### src/rtl/sigmoid_arbiter.sv
// Round-robin arbiter that shares one sigmoid ROM among a layer's neurons.
// It saturates the granted sum into a ROM index and captures the ROM word into per-neuron activation registers.
module sigmoid_arbiter #(
    parameter int numNeurons = 4,
    parameter int sumWidth   = 16,
    parameter int inWidth    = 5,
    parameter int dataWidth  = 16
) (
    input  logic                            clk,
    input  logic                            rst_n,
    input  logic                            layer_start,
    input  logic [numNeurons-1:0]           req,
    input  logic [numNeurons*sumWidth-1:0]  sum_in,
    output logic [numNeurons-1:0]           ack,
    output logic                            rom_val,
    output logic [inWidth-1:0]              rom_in,
    input  logic [dataWidth-1:0]            rom_out,
    output logic [numNeurons*dataWidth-1:0] act_out,
    output logic [numNeurons-1:0]           act_valid,
    output logic                            layer_done,
    output logic                            busy
);
    localparam int PtrW = (numNeurons > 1) ? $clog2(numNeurons) : 1;

    typedef enum logic [1:0] {IDLE, COLLECT, DONE} state_t;

    state_t                r_state;
    logic [PtrW-1:0]       r_ptr;
    logic [numNeurons-1:0] r_ack;
    logic [numNeurons-1:0] r_act_valid;
    logic                  r_rom_val;
    logic [inWidth-1:0]    r_rom_in;
    logic [PtrW-1:0]       r_gnt_idx;
    logic                  r_cap_val;
    logic [PtrW-1:0]       r_cap_idx;
    logic                  r_layer_done;
    logic [dataWidth-1:0]  r_act [numNeurons];

    logic [numNeurons-1:0] w_in_flight;
    logic [numNeurons-1:0] w_eligible;
    logic [numNeurons-1:0] w_valid_next;
    logic [PtrW:0]         w_pos;
    logic                  w_gnt_found;
    logic [PtrW-1:0]       w_gnt_idx;
    logic [inWidth-1:0]    w_sat [numNeurons];

    // Clamp a signed sum into the signed ROM index range.
    function automatic logic [inWidth-1:0] saturate(input logic signed [sumWidth-1:0] s);
        logic signed [sumWidth-1:0] max_v;
        logic signed [sumWidth-1:0] min_v;
        max_v = sumWidth'((1 << (inWidth - 1)) - 1);
        min_v = ~max_v;
        if (s > max_v)      return max_v[inWidth-1:0];
        else if (s < min_v) return min_v[inWidth-1:0];
        else                return s[inWidth-1:0];
    endfunction

    for (genvar g = 0; g < numNeurons; g++) begin : g_lane
        assign w_sat[g] = saturate(sum_in[g*sumWidth +: sumWidth]);
        assign act_out[g*dataWidth +: dataWidth] = r_act[g];
    end

    // NOTE: every always_comb output gets a default first so no path can infer a latch.
    always_comb begin
        w_in_flight  = '0;
        w_valid_next = r_act_valid;
        for (int i = 0; i < numNeurons; i++) begin
            w_in_flight[i] = (r_rom_val && r_gnt_idx == PtrW'(i)) ||
                             (r_cap_val && r_cap_idx == PtrW'(i));
        end
        if (r_cap_val) w_valid_next[r_cap_idx] = 1'b1;
    end

    assign w_eligible = req & ~r_act_valid & ~w_in_flight & ~r_ack;

    // Search starts at the pointer and wraps, so the first hit is the round-robin winner.
    always_comb begin
        w_gnt_found = 1'b0;
        w_gnt_idx   = '0;
        w_pos       = '0;
        for (int off = 0; off < numNeurons; off++) begin
            w_pos = {1'b0, r_ptr} + (PtrW+1)'(off);
            if (w_pos >= (PtrW+1)'(numNeurons)) w_pos = w_pos - (PtrW+1)'(numNeurons);
            if (!w_gnt_found && w_eligible[w_pos[PtrW-1:0]]) begin
                w_gnt_found = 1'b1;
                w_gnt_idx   = w_pos[PtrW-1:0];
            end
        end
    end

    // NOTE: sequential state uses non-blocking assignments so every register samples pre-edge values.
    always_ff @(posedge clk) begin
        if (!rst_n) begin
            r_state      <= IDLE;
            r_ptr        <= '0;
            r_ack        <= '0;
            r_act_valid  <= '0;
            r_rom_val    <= 1'b0;
            r_rom_in     <= '0;
            r_gnt_idx    <= '0;
            r_cap_val    <= 1'b0;
            r_cap_idx    <= '0;
            r_layer_done <= 1'b0;
            // NOTE: the activation registers are architecturally visible, so they are reset too.
            for (int i = 0; i < numNeurons; i++) r_act[i] <= '0;
        end else if (layer_start) begin
            // A new pass flushes the pipeline; a capture landing on this edge is dropped.
            r_state      <= COLLECT;
            r_ptr        <= '0;
            r_ack        <= '0;
            r_act_valid  <= '0;
            r_rom_val    <= 1'b0;
            r_cap_val    <= 1'b0;
            r_layer_done <= 1'b0;
        end else begin
            r_ack        <= '0;
            r_rom_val    <= 1'b0;
            r_layer_done <= 1'b0;
            r_cap_val    <= r_rom_val;
            r_cap_idx    <= r_gnt_idx;
            r_act_valid  <= w_valid_next;
            if (r_cap_val) r_act[r_cap_idx] <= rom_out;

            if (r_state == COLLECT) begin
                if (w_gnt_found) begin
                    r_ack[w_gnt_idx] <= 1'b1;
                    r_rom_val        <= 1'b1;
                    r_rom_in         <= w_sat[w_gnt_idx];
                    r_gnt_idx        <= w_gnt_idx;
                    r_ptr            <= (w_gnt_idx == PtrW'(numNeurons - 1)) ? '0 : w_gnt_idx + 1'b1;
                end
                if (&w_valid_next) begin
                    r_state      <= DONE;
                    r_layer_done <= 1'b1;
                end
            end
        end
    end

    assign ack        = r_ack;
    assign rom_val    = r_rom_val;
    assign rom_in     = r_rom_in;
    assign act_valid  = r_act_valid;
    assign layer_done = r_layer_done;
    assign busy       = (r_state == COLLECT);

endmodule

### config.mk
export PLATFORM = sky130hd
export DESIGN_NAME = sigmoid_arbiter
export DESIGN_NICKNAME = d
export VERILOG_FILES = /design/src/rtl/sigmoid_arbiter.sv
export SDC_FILE = /design/constraint.sdc
export NUM_CORES = 1
export LEC_CHECK = 0
export ABC_AREA = 1
export CAP_MARGIN = 15
export CORE_ASPECT_RATIO = 0.9
export CORE_MARGIN = 2
export CORE_UTILIZATION = 43
export DETAILED_ROUTE_END_ITERATION = 7
export GPL_ROUTABILITY_DRIVEN = 0
export GPL_TIMING_DRIVEN = 0
export MAX_ROUTING_LAYER = met4
export PLACE_DENSITY_LB_ADDON = 0.15
export SLEW_MARGIN = 20
export SYNTH_ARGS = -nofsm -noshare
export SYNTH_HDL_FRONTEND = slang
export SYNTH_SLANG_ARGS = --single-unit
### constraint.sdc
create_clock -name clk -period 2.8 [get_ports clk]
set_input_delay 0.42 -clock clk [delete_from_list [all_inputs] [get_ports clk]]
set_output_delay 0.42 -clock clk [all_outputs]
set_load 0.01 [all_outputs]
==> results of run 1 <==
[report_power, final]
part           switching, mW  internal (mW)  total, mW  leakage [nW]
Combinational          0.304          0.296      0.600          1.55
Clock                  0.465          0.356      0.821        0.0895
Sequential            0.0245           1.44       1.46         0.856
Total                  0.794           2.09       2.89          2.49
[stage by stage]
stage | std cells | utilization [%] | setup slack, ns | total power, mW
detailed placement | 728 | 65.2 | 0.0667 | 2.10
finish | 744 | 67.2 | 0.417 | 2.89
CTS | 744 | 67.2 | 0.450 | 2.90
floorplan | 436 | - | 0.450 | 1.79
global placement | 724 | 64.4 | -0.699 | 2.07
global route | 744 | 67.2 | 0.288 | 3.00
[layout by cell type, fill, tap and decap left out, types with 6 or more instances in the layout]
cell type,count
a21oi_1,12
clkbuf_1,6
clkbuf_8,10
clkdlybuf4s50_1,166
dfxtp_1,24
edfxtp_1,64
inv_1,52
nand2_1,66
nand2_2,10
nand3_1,45
nand4_1,16
nor2_1,65
nor4_1,8
o21ai_0,23
[how the worst min path moves through the flow]
| stage | from | endpoint | slack [ns] |
|---|---|---|---|
| after detailed placement | r_state[0] | r_state[0] | 0.47 |
| final | r_state[0] | r_state[0] | 0.49 |
| after floorplan | r_state[0] | r_state[0] | 0.45 |
| after global routing | r_state[0] | r_state[0] | 0.50 |
| after global placement | r_state[1] | r_state[1] | 0.46 |
| after CTS | r_state[0] | r_state[0] | 0.49 |
[worst register-to-register path, cell delays in order (launching register included)]
cell	delay, ns
dfxtp_1	0.41
inv_1	0.10
nand3_2	0.13
nand4_1	0.22
nand2_2	0.15
nand2_1	0.06
nand2_1	0.10
nand2_2	0.07
nand2_1	0.08
nand2_1	0.06
nand3_2	0.10
buf_6	0.15
inv_1	0.07
ha_1	0.30
o21ai_0	0.17
a21oi_1	0.05
[layout make-up]
cell class / instances / area [sq um] / share of cell area (%)
buffer: 11 / 62.6 / 1.02
inverter: 55 / 206 / 3.35
sequential: 88 / 2400 / 39.0
multi-input combinational: 282 / 1430 / 23.3
clock buffer: 10 / 138 / 2.23
timing repair buffer: 170 / 1710 / 27.8
clock inverter: 6 / 50.0 / 0.813
tap: 122 / 153 / 2.48
[cell families (layout without fill, tap and decap cells)]
| group | count (synthesis) | count (layout) | synth area share [%] |
|---|---|---|---|
| AND/OR/NAND/NOR | 226 | 226 | 26.0 |
| flip-flops | 88 | 88 | 58.7 |
| adder cells (fa/ha/maj) | 4 | 4 | 1.22 |
| AO/OA/AOI/OAI | 51 | 51 | 7.04 |
| XOR/XNOR | 1 | 1 | 0.398 |
| buffers and inverters | 66 | 252 | 6.58 |
[flip-flops by register name, indices dropped and copies added (netlist names)]
signal and count:
r_cap_val 1, r_ptr 2, act_valid 4, r_state 2, rom_val 1, r_cap_idx 2, r_gnt_idx 2, r_act 64
rom_in 5, ack 4, layer_done 1
[routing by layer]
metal  vias to the layer above  track usage (%)  share of wire (%)
met4                         0             6.82                1.6
met1                      1713             22.9                 40
met3                        11             3.42                7.3
li1                       1849                -                  -
met5                         -                -                  0
met2                       154             38.1                 51
==> flow_summary.toml, run 1 <==
[cells_and_area]
syn2layout_area_growth_pct = 50.6
finish.instance_area_sq_um = 6160
nets = 708
antenna_cells = 0
drive_above_1_share_pct = 9.00
fillers = 788

[worst_setup_path]
rr_worst_depth = 15
cp-endpoint = "r_ptr[1]"
r2r_slack_ns = 0.49
critPathCaptureType = "register"
path_class = "input port to register"
crit_chain = "clkdlybuf4s50_1, inv_1, nor2_1, nand4_1, nand2_2, nand2_1, nand2_1, nand2_2, nand2_1, nand2_1, nand3_2, buf_6, inv_1, ha_1, o21ai_0, a21oi_1"
crit_path_start_kind = "input port"
cp.depth = 16
path_buf_inv = 4
regToRegEndpoint = "r_ptr[1]"
cp_max_fo = 11
crit_top_cell = "nand2_1"
crit_family = "simple AND/OR/NAND/NOR gates"
cp_slowest_cell = "clkdlybuf4s50_1"
crit_start = "req[1]"
worstPathArrival_ns = 2.63
critPathRequiredTime_ns = 3.05
r2r_start = "r_cap_idx[1]"
slowest_delay_ns = 0.45

[yosys]
synth_top_area_cell = "edfxtp_1"
syn_area_sq_um = 4090
yosys.cell_count.top_type = "nand2_1"
synth.distinct_cells = 32
syn_area_per_cell_sq_um = 9.38
synthesis.nets = 527
yosysTopAreaCellShare_pct = 47.0
ys_top_cells_by_count = "nand2_1 (66), nor2_1 (65), edfxtp_1 (64), inv_1 (52), nand3_1 (45)"
yosys_warnings = 0
dominantRegCellSynth = "edfxtp_1"
synth-async-reset-ratio_pct = 0
synthCells = 436
synth_seq_cells = 88
synth_edf_count = 64
ys_seq_area_share_pct = 58.7
yosys-top-cells-area = "edfxtp_1 (47%), dfxtp_1 (12%), nand2_1 (6.1%), nor2_1 (6.0%), nand3_1 (5.5%)"

[sta]
whs_ns = 0.485
rsz0062_at_grt = "no"
tightestPinTransition_ns = 0.548
fin_crit_ns = 2.38
layout_worst_path_cycle_share_pct = 85.1
setup_violations = 0
finalHoldViolations = 0
drv_slew = 0
fmax_mhz = 420
final.setup.tns_ns = 0
timing.slew.headroom_pct = 63.4
skew_ns = 0.0126

[route]
drtIter0Drc = 163
routedWlPerCell_microns = 14.1
via_per_inst = 5.01
drt_wl_total_mm = 10.5
vias = 3727
ant_nets = 0
firstDrtPassIters = 4
route.detailed.drc = 0

[clock_network]
clkTransAtPathRegs_ns = 0.09
clk_path_buf_depth = 2
postCtsSetupRepairBufs = 0
clock_latency_ns = 0.36
clock_sinks = 88
cts_tree = "done"
holdBufCountCts = 0
ctsHtreeMaxLevel = 3
cts_resized = 0
numCtsBuffers = 9
cts_root_buf = "clkbuf_8"

[global_route]
grt_max_degree = 17
grt_overflow = 0
grt_pass1_wl_mm = 16.0
track_usage_pct = 20.6
antenna_found_initial = 0
first_global_vias = 3538

[floorplanning]
fp.dieH_microns = 96.5
initial_core_util_pct = 44.6
die-area_sq_um = 10300
design.core.area_sq_um = 9170
rows = 33
fp.dieW_microns = 107
ios = 167

[outcome]
status = "completed"

[min_path]
hold_path.class = "register to register"
hold_depth = 2

[place]
portBuffers = 166
dp_hpwl_mm = 8.44
placed_area_sq_um = 5970

[power_and_ir_drop]
leakage_nw = 2.49
powerDensity_nw_per_um2 = 468
ir_drop_mv = 0.261

[run]
cap_violations = 0
Power figures use the tool's default switching activity.
==> inputs of run 2 (changes only) <==
--- a/config.mk
+++ b/config.mk
@@ -8,8 +8,8 @@
 export ABC_AREA = 1
 export CAP_MARGIN = 15
 export CORE_ASPECT_RATIO = 0.9
-export CORE_MARGIN = 2
-export CORE_UTILIZATION = 43
+export CORE_MARGIN = 8
+export CORE_UTILIZATION = 47
 export DETAILED_ROUTE_END_ITERATION = 7
 export GPL_ROUTABILITY_DRIVEN = 0
 export GPL_TIMING_DRIVEN = 0
==> constraint.sdc (replaced) <==
create_clock -name clk -period 2.99 [get_ports clk]
set_input_delay 0.4485 -clock clk [delete_from_list [all_inputs] [get_ports clk]]
set_output_delay 0.4485 -clock clk [all_outputs]
set_load 0.01 [all_outputs]
==> flow_summary.toml, run 2 (synthesis gave the netlist of run 1 again) <==
[clock_network]
ctsHtreeMaxLevel = 3
postCtsSetupRepairBufs = 0
cts_tree = "done"
clk_path_buf_depth = 2
clock_latency_ns = 0.35
cts_root_buf = "clkbuf_8"
cts_resized = 0
numCtsBuffers = 9
holdBufCountCts = 0
clkTransAtPathRegs_ns = 0.10
clock_sinks = 88

[min_path]
hold_path.class = "register to register"

[sta]
setup_violations = 0
timing.slew.headroom_pct = 63.8
final.setup.tns_ns = 0
skew_ns = 0.0164
fin_crit_ns = 2.37
fmax_mhz = 422
tightestPinTransition_ns = 0.544
whs_ns = 0.477
layout_worst_path_cycle_share_pct = 79.2
finalHoldViolations = 0
drv_slew = 0
postLayoutSetupSlackWorst_ns = 0.622
rsz0062_at_grt = "no"

[cells_and_area]
nets = 708
fin_util_pct = 72.3
antenna_cells = 0
fillers = 654
final_cell_mix = "clkdlybuf4s50_1 (166), nand2_1 (66), nor2_1 (65)"
regMostFlops = "r_act"
syn2layout_area_growth_pct = 50.8
final_cells = 741
largest_register_ff_count = 64
finish.instance_area_sq_um = 6170
drive_above_1_share_pct = 9.00
final_common_cell = "clkdlybuf4s50_1"

[global_route]
grt_overflow = 0
grt_max_degree = 19
grt_pass1_wl_mm = 18.3
track_usage_pct = 19.7
antenna_found_initial = 0
first_global_vias = 3889

[floorplanning]
initial_core_util_pct = 48.0
fp.dieH_microns = 105
rows = 32
design.core.area_sq_um = 8530
fp.dieW_microns = 114
ios = 167
die-area_sq_um = 11900

[route]
drtIter0Drc = 192
drt_wl_total_mm = 11.5
route.detailed.drc = 0
routedWlPerCell_microns = 15.5
ant_nets = 0
vias = 3828
via_per_inst = 5.17
firstDrtPassIters = 5

[outcome]
status = "completed"

[power_and_ir_drop]
finalPower_mw = 2.74
powerDensity_nw_per_um2 = 444
ir_drop_mv = 0.284
leakage_nw = 2.50

[place]
placed_area_sq_um = 5970
pre_cts_ws_ns = 0.254
dp_hpwl_mm = 9.22
place_inst = 725
portBuffers = 166

[worst_setup_path]
worstPathArrival_ns = 2.60
crit_path_start_kind = "input port"
cp_max_fo = 11
path_class = "input port to register"
r2r_slack_ns = 0.71
critPathCaptureType = "register"
critPathRequiredTime_ns = 3.23

[run]
cap_violations = 0
## run 2: cell types whose count changed in the layout (fill, tap and decap cells not counted), sizes merged
cell / previous run / this run
inv: 56 / 57
clkinvlp: 2 / 1
clkbuf: 16 / 15
clkinv: 3 / 4
## run 2: layout make-up
| class | instances | area [sq um] | share of cell area [%] |
|---|---|---|---|
| plain buffers | 11 | 62.6 | 1.01 |
| clock buffers | 9 | 124 | 2.01 |
| clock inverters | 7 | 75.1 | 1.22 |
| inverters | 55 | 206 | 3.35 |
| multi-input cells | 282 | 1430 | 23.3 |
| flip-flops and latches | 88 | 2400 | 39.0 |
| well taps | 119 | 149 | 2.41 |
| repair buffers | 170 | 1710 | 27.8 |
## run 2: power breakdown
group          internal, mW  switching [mW]
clock                 0.329           0.473
sequential             1.35          0.0231
combinational         0.276           0.288
## run 2: worst paths after layout
path	startpoint	endpoint	cells after the start
worst max-delay path	req[1]	r_ptr[1]	16
worst min-delay path	r_state[1]	r_state[1]	2
worst max register to register	r_cap_val	r_ptr[1]	15
worst min register to register	r_state[1]	r_state[1]	2
## run 2: critical path: stages
cell and delay (ns):
clkdlybuf4s50_1 0.47, inv_1 0.04, nor2_1 0.15, nand4_1 0.18, nand2_2 0.14, nand2_1 0.06, nand2_1 0.09, nand2_2 0.07
nand2_1 0.08, nand2_1 0.06, nand3_2 0.09, buf_6 0.15, inv_1 0.07, ha_1 0.28, o21ai_0 0.17, a21oi_1 0.06
## run 2: routing by layer
metal	share of wire, %	track usage [%]	wire, microns
met1	39	20.8	4470
met2	51	35.2	5890
met3	7.9	4.88	906
met4	2.1	5.98	246
met5	0	-	0
==> inputs of run 3 (changes only) <==
--- a/config.mk
+++ b/config.mk
@@ -9,7 +9,7 @@
 export CAP_MARGIN = 15
 export CORE_ASPECT_RATIO = 0.9
 export CORE_MARGIN = 8
-export CORE_UTILIZATION = 47
+export CORE_UTILIZATION = 39
 export DETAILED_ROUTE_END_ITERATION = 7
 export GPL_ROUTABILITY_DRIVEN = 0
 export GPL_TIMING_DRIVEN = 0
==> constraint.sdc (replaced) <==
create_clock -name clk -period 2.05 [get_ports clk]
set_input_delay 0.3075 -clock clk [delete_from_list [all_inputs] [get_ports clk]]
set_output_delay 0.3075 -clock clk [all_outputs]
set_load 0.01 [all_outputs]
==> flow_summary.toml, run 3 (synthesis gave the netlist of run 1 again) <==
[clock_network]
ctsHtreeMaxLevel = 3
clock_latency_ns = 0.33
cts_root_buf = "clkbuf_16"
clkTransAtPathRegs_ns = 0.07
numCtsBuffers = 9
cts_tree = "done"
clock_sinks = 88
clk_path_buf_depth = 2
holdBufCountCts = 0

[sta]
fmax_mhz = 489
setup_violations = 0
fin_crit_ns = 2.05
whs_ns = 0.477
layout_worst_path_cycle_share_pct = 99.8
rsz0062_at_grt = "yes"
postLayoutSetupSlackWorst_ns = 0.00384
tightestPinTransition_ns = 0.616
drv_slew = 0
finalHoldViolations = 0
skew_ns = 0.00697
timing.slew.headroom_pct = 58.9

[worst_setup_path]
r2r_start = "act_valid[1]"
rr_worst_depth = 15
worstPathArrival_ns = 2.26
slowest_delay_ns = 0.33
critPathCaptureType = "register"
cp_max_fo = 6
critPathRequiredTime_ns = 2.27
r2r_slack_ns = 0.004
crit_path_start_kind = "register"
cp_slowest_cell = "dfxtp_2"
crit_top_cell = "nand2_2"
crit_chain = "inv_2, nand2_2, nor2_4, nand4_1, buf_4, nand3_2, nand2_4, nand2_2, nand2_2, nand3_2, buf_6, inv_2, ha_4, o21ai_2, a21oi_1"
path_class = "register to register"
regToRegEndpoint = "r_ptr[1]"

[route]
route.detailed.drc = 0
ant_nets = 0
firstDrtPassIters = 4
drt_wl_total_mm = 12.9
vias = 3841
drtIter0Drc = 227
routedWlPerCell_microns = 16.8
via_per_inst = 5.00

[min_path]
whs_endpoint = "r_state[0]"
hold_depth = 2
min-delay-start = "r_state[0]"
hold_path.class = "register to register"

[run]
cap_violations = 0

[cells_and_area]
largest_register_ff_count = 64
drive_above_1_share_pct = 19.7
final_cell_mix = "clkdlybuf4s50_1 (163), edfxtp_1 (64), nor2_1 (59)"
multiInputGateArea_sq_um = 1640
nets = 725
fillers = 858
regMostFlops = "r_act"
syn2layout_area_growth_pct = 63.9
antenna_cells = 0
fin_util_pct = 65.4
final_common_cell = "clkdlybuf4s50_1"
seqCellArea_sq_um = 2420

[global_route]
grt_pass1_wl_mm = 19.2
grt_max_degree = 17
use_met2_pct = 30.2
grt_overflow = 0
track_usage_pct = 18.0
first_global_vias = 3819
grt_busiest_layer = "met2"
gr-usage-met1_pct = 20.4
met3_usage_pct = 5.82
antenna_found_initial = 0

[floorplanning]
ios = 167
fp.dieH_microns = 113
initial_core_util_pct = 39.9
die-area_sq_um = 14000
design.core.area_sq_um = 10200
rows = 35
fp.dieW_microns = 124

[power_and_ir_drop]
ir_drop_mv = 0.624
leakage_nw = 2.70
finalPower_mw = 4.67
powerDensity_nw_per_um2 = 697

[place]
portBuffers = 166
dp_hpwl_mm = 9.81
pre_cts_ws_ns = -0.615

[outcome]
status = "completed"
[run 3: changes by cell type in the layout (fill, tap and decap cells not counted), sizes merged]
cell and change:
inv -2, bufinv +1, clkdlybuf4s50 -3, clkbuf +1, dlymetal6s2s +3, clkinv -1
buf +17, clkinvlp +1
[run 3: stage by stage]
| step | cells | setup TNS (ns) | instance area (sq um) |
|---|---|---|---|
| 2_1_floorplan | 436 | 0 | 4090 |
| 5_1_grt | 768 | -0.528 | 6700 |
| 3_3_place_gp | 731 | -53.19 | 5910 |
| 6_report | 768 | 0 | 6700 |
| 4_1_cts | 753 | -0.0182 | 6360 |
| 3_5_place_dp | 735 | -17.65 | 5980 |
[run 3: how the worst max path moves through the flow]
stage | startpoint | end | slack [ns]
final | act_valid[1] | r_ptr[1] | 0.004
after global routing | act_valid[3] | r_ptr[1] | -0.08
after CTS | req[2] | r_ptr[1] | -0.02
after detailed placement | req[2] | r_ptr[1] | -0.61
after global placement | layer_start | r_act[3][0] | -0.68
after floorplan | act_valid[2] | r_ptr[1] | 0.1
[run 3: power breakdown]
part           internal [mW]  switching (mW)
Sequential              1.97          0.0387
Combinational          0.523           0.515
Clock                  0.951           0.678
Total                   3.44            1.23
[run 3: metal layers]
metal	up-vias	wire, microns
li1	1886	-
met1	1798	5120
met2	148	6510
met3	9	1170
met4	0	114
met5	-	0
[run 3: area by class of cell]
cell class / instances / area share (%)
repair buffers: 188 / 28.3
flip-flops and latches: 88 / 36.2
multi-input cells: 282 / 24.4
well taps: 129 / 2.41
clock inverters: 6 / 1.01
clock buffers: 10 / 3.42
plain buffers: 10 / 0.952
inverters: 55 / 3.29
[run 3: timing repair]
item,in CTS,in global routing
setup buffers,3,14
resized for setup,19,65
pin swaps,8,27
endpoints found under the setup margin,12,52
cloned,0,1
[run 3: critical path, delay by kind of cell (launching register included)]
family / cells / cell delay, ns
DFF: 1 / 0.33
buffers and inverters: 4 / 0.45
AOI/OAI and AO/OA: 2 / 0.17
adders and majority gates: 1 / 0.24
and+or+nand+nor: 8 / 0.74
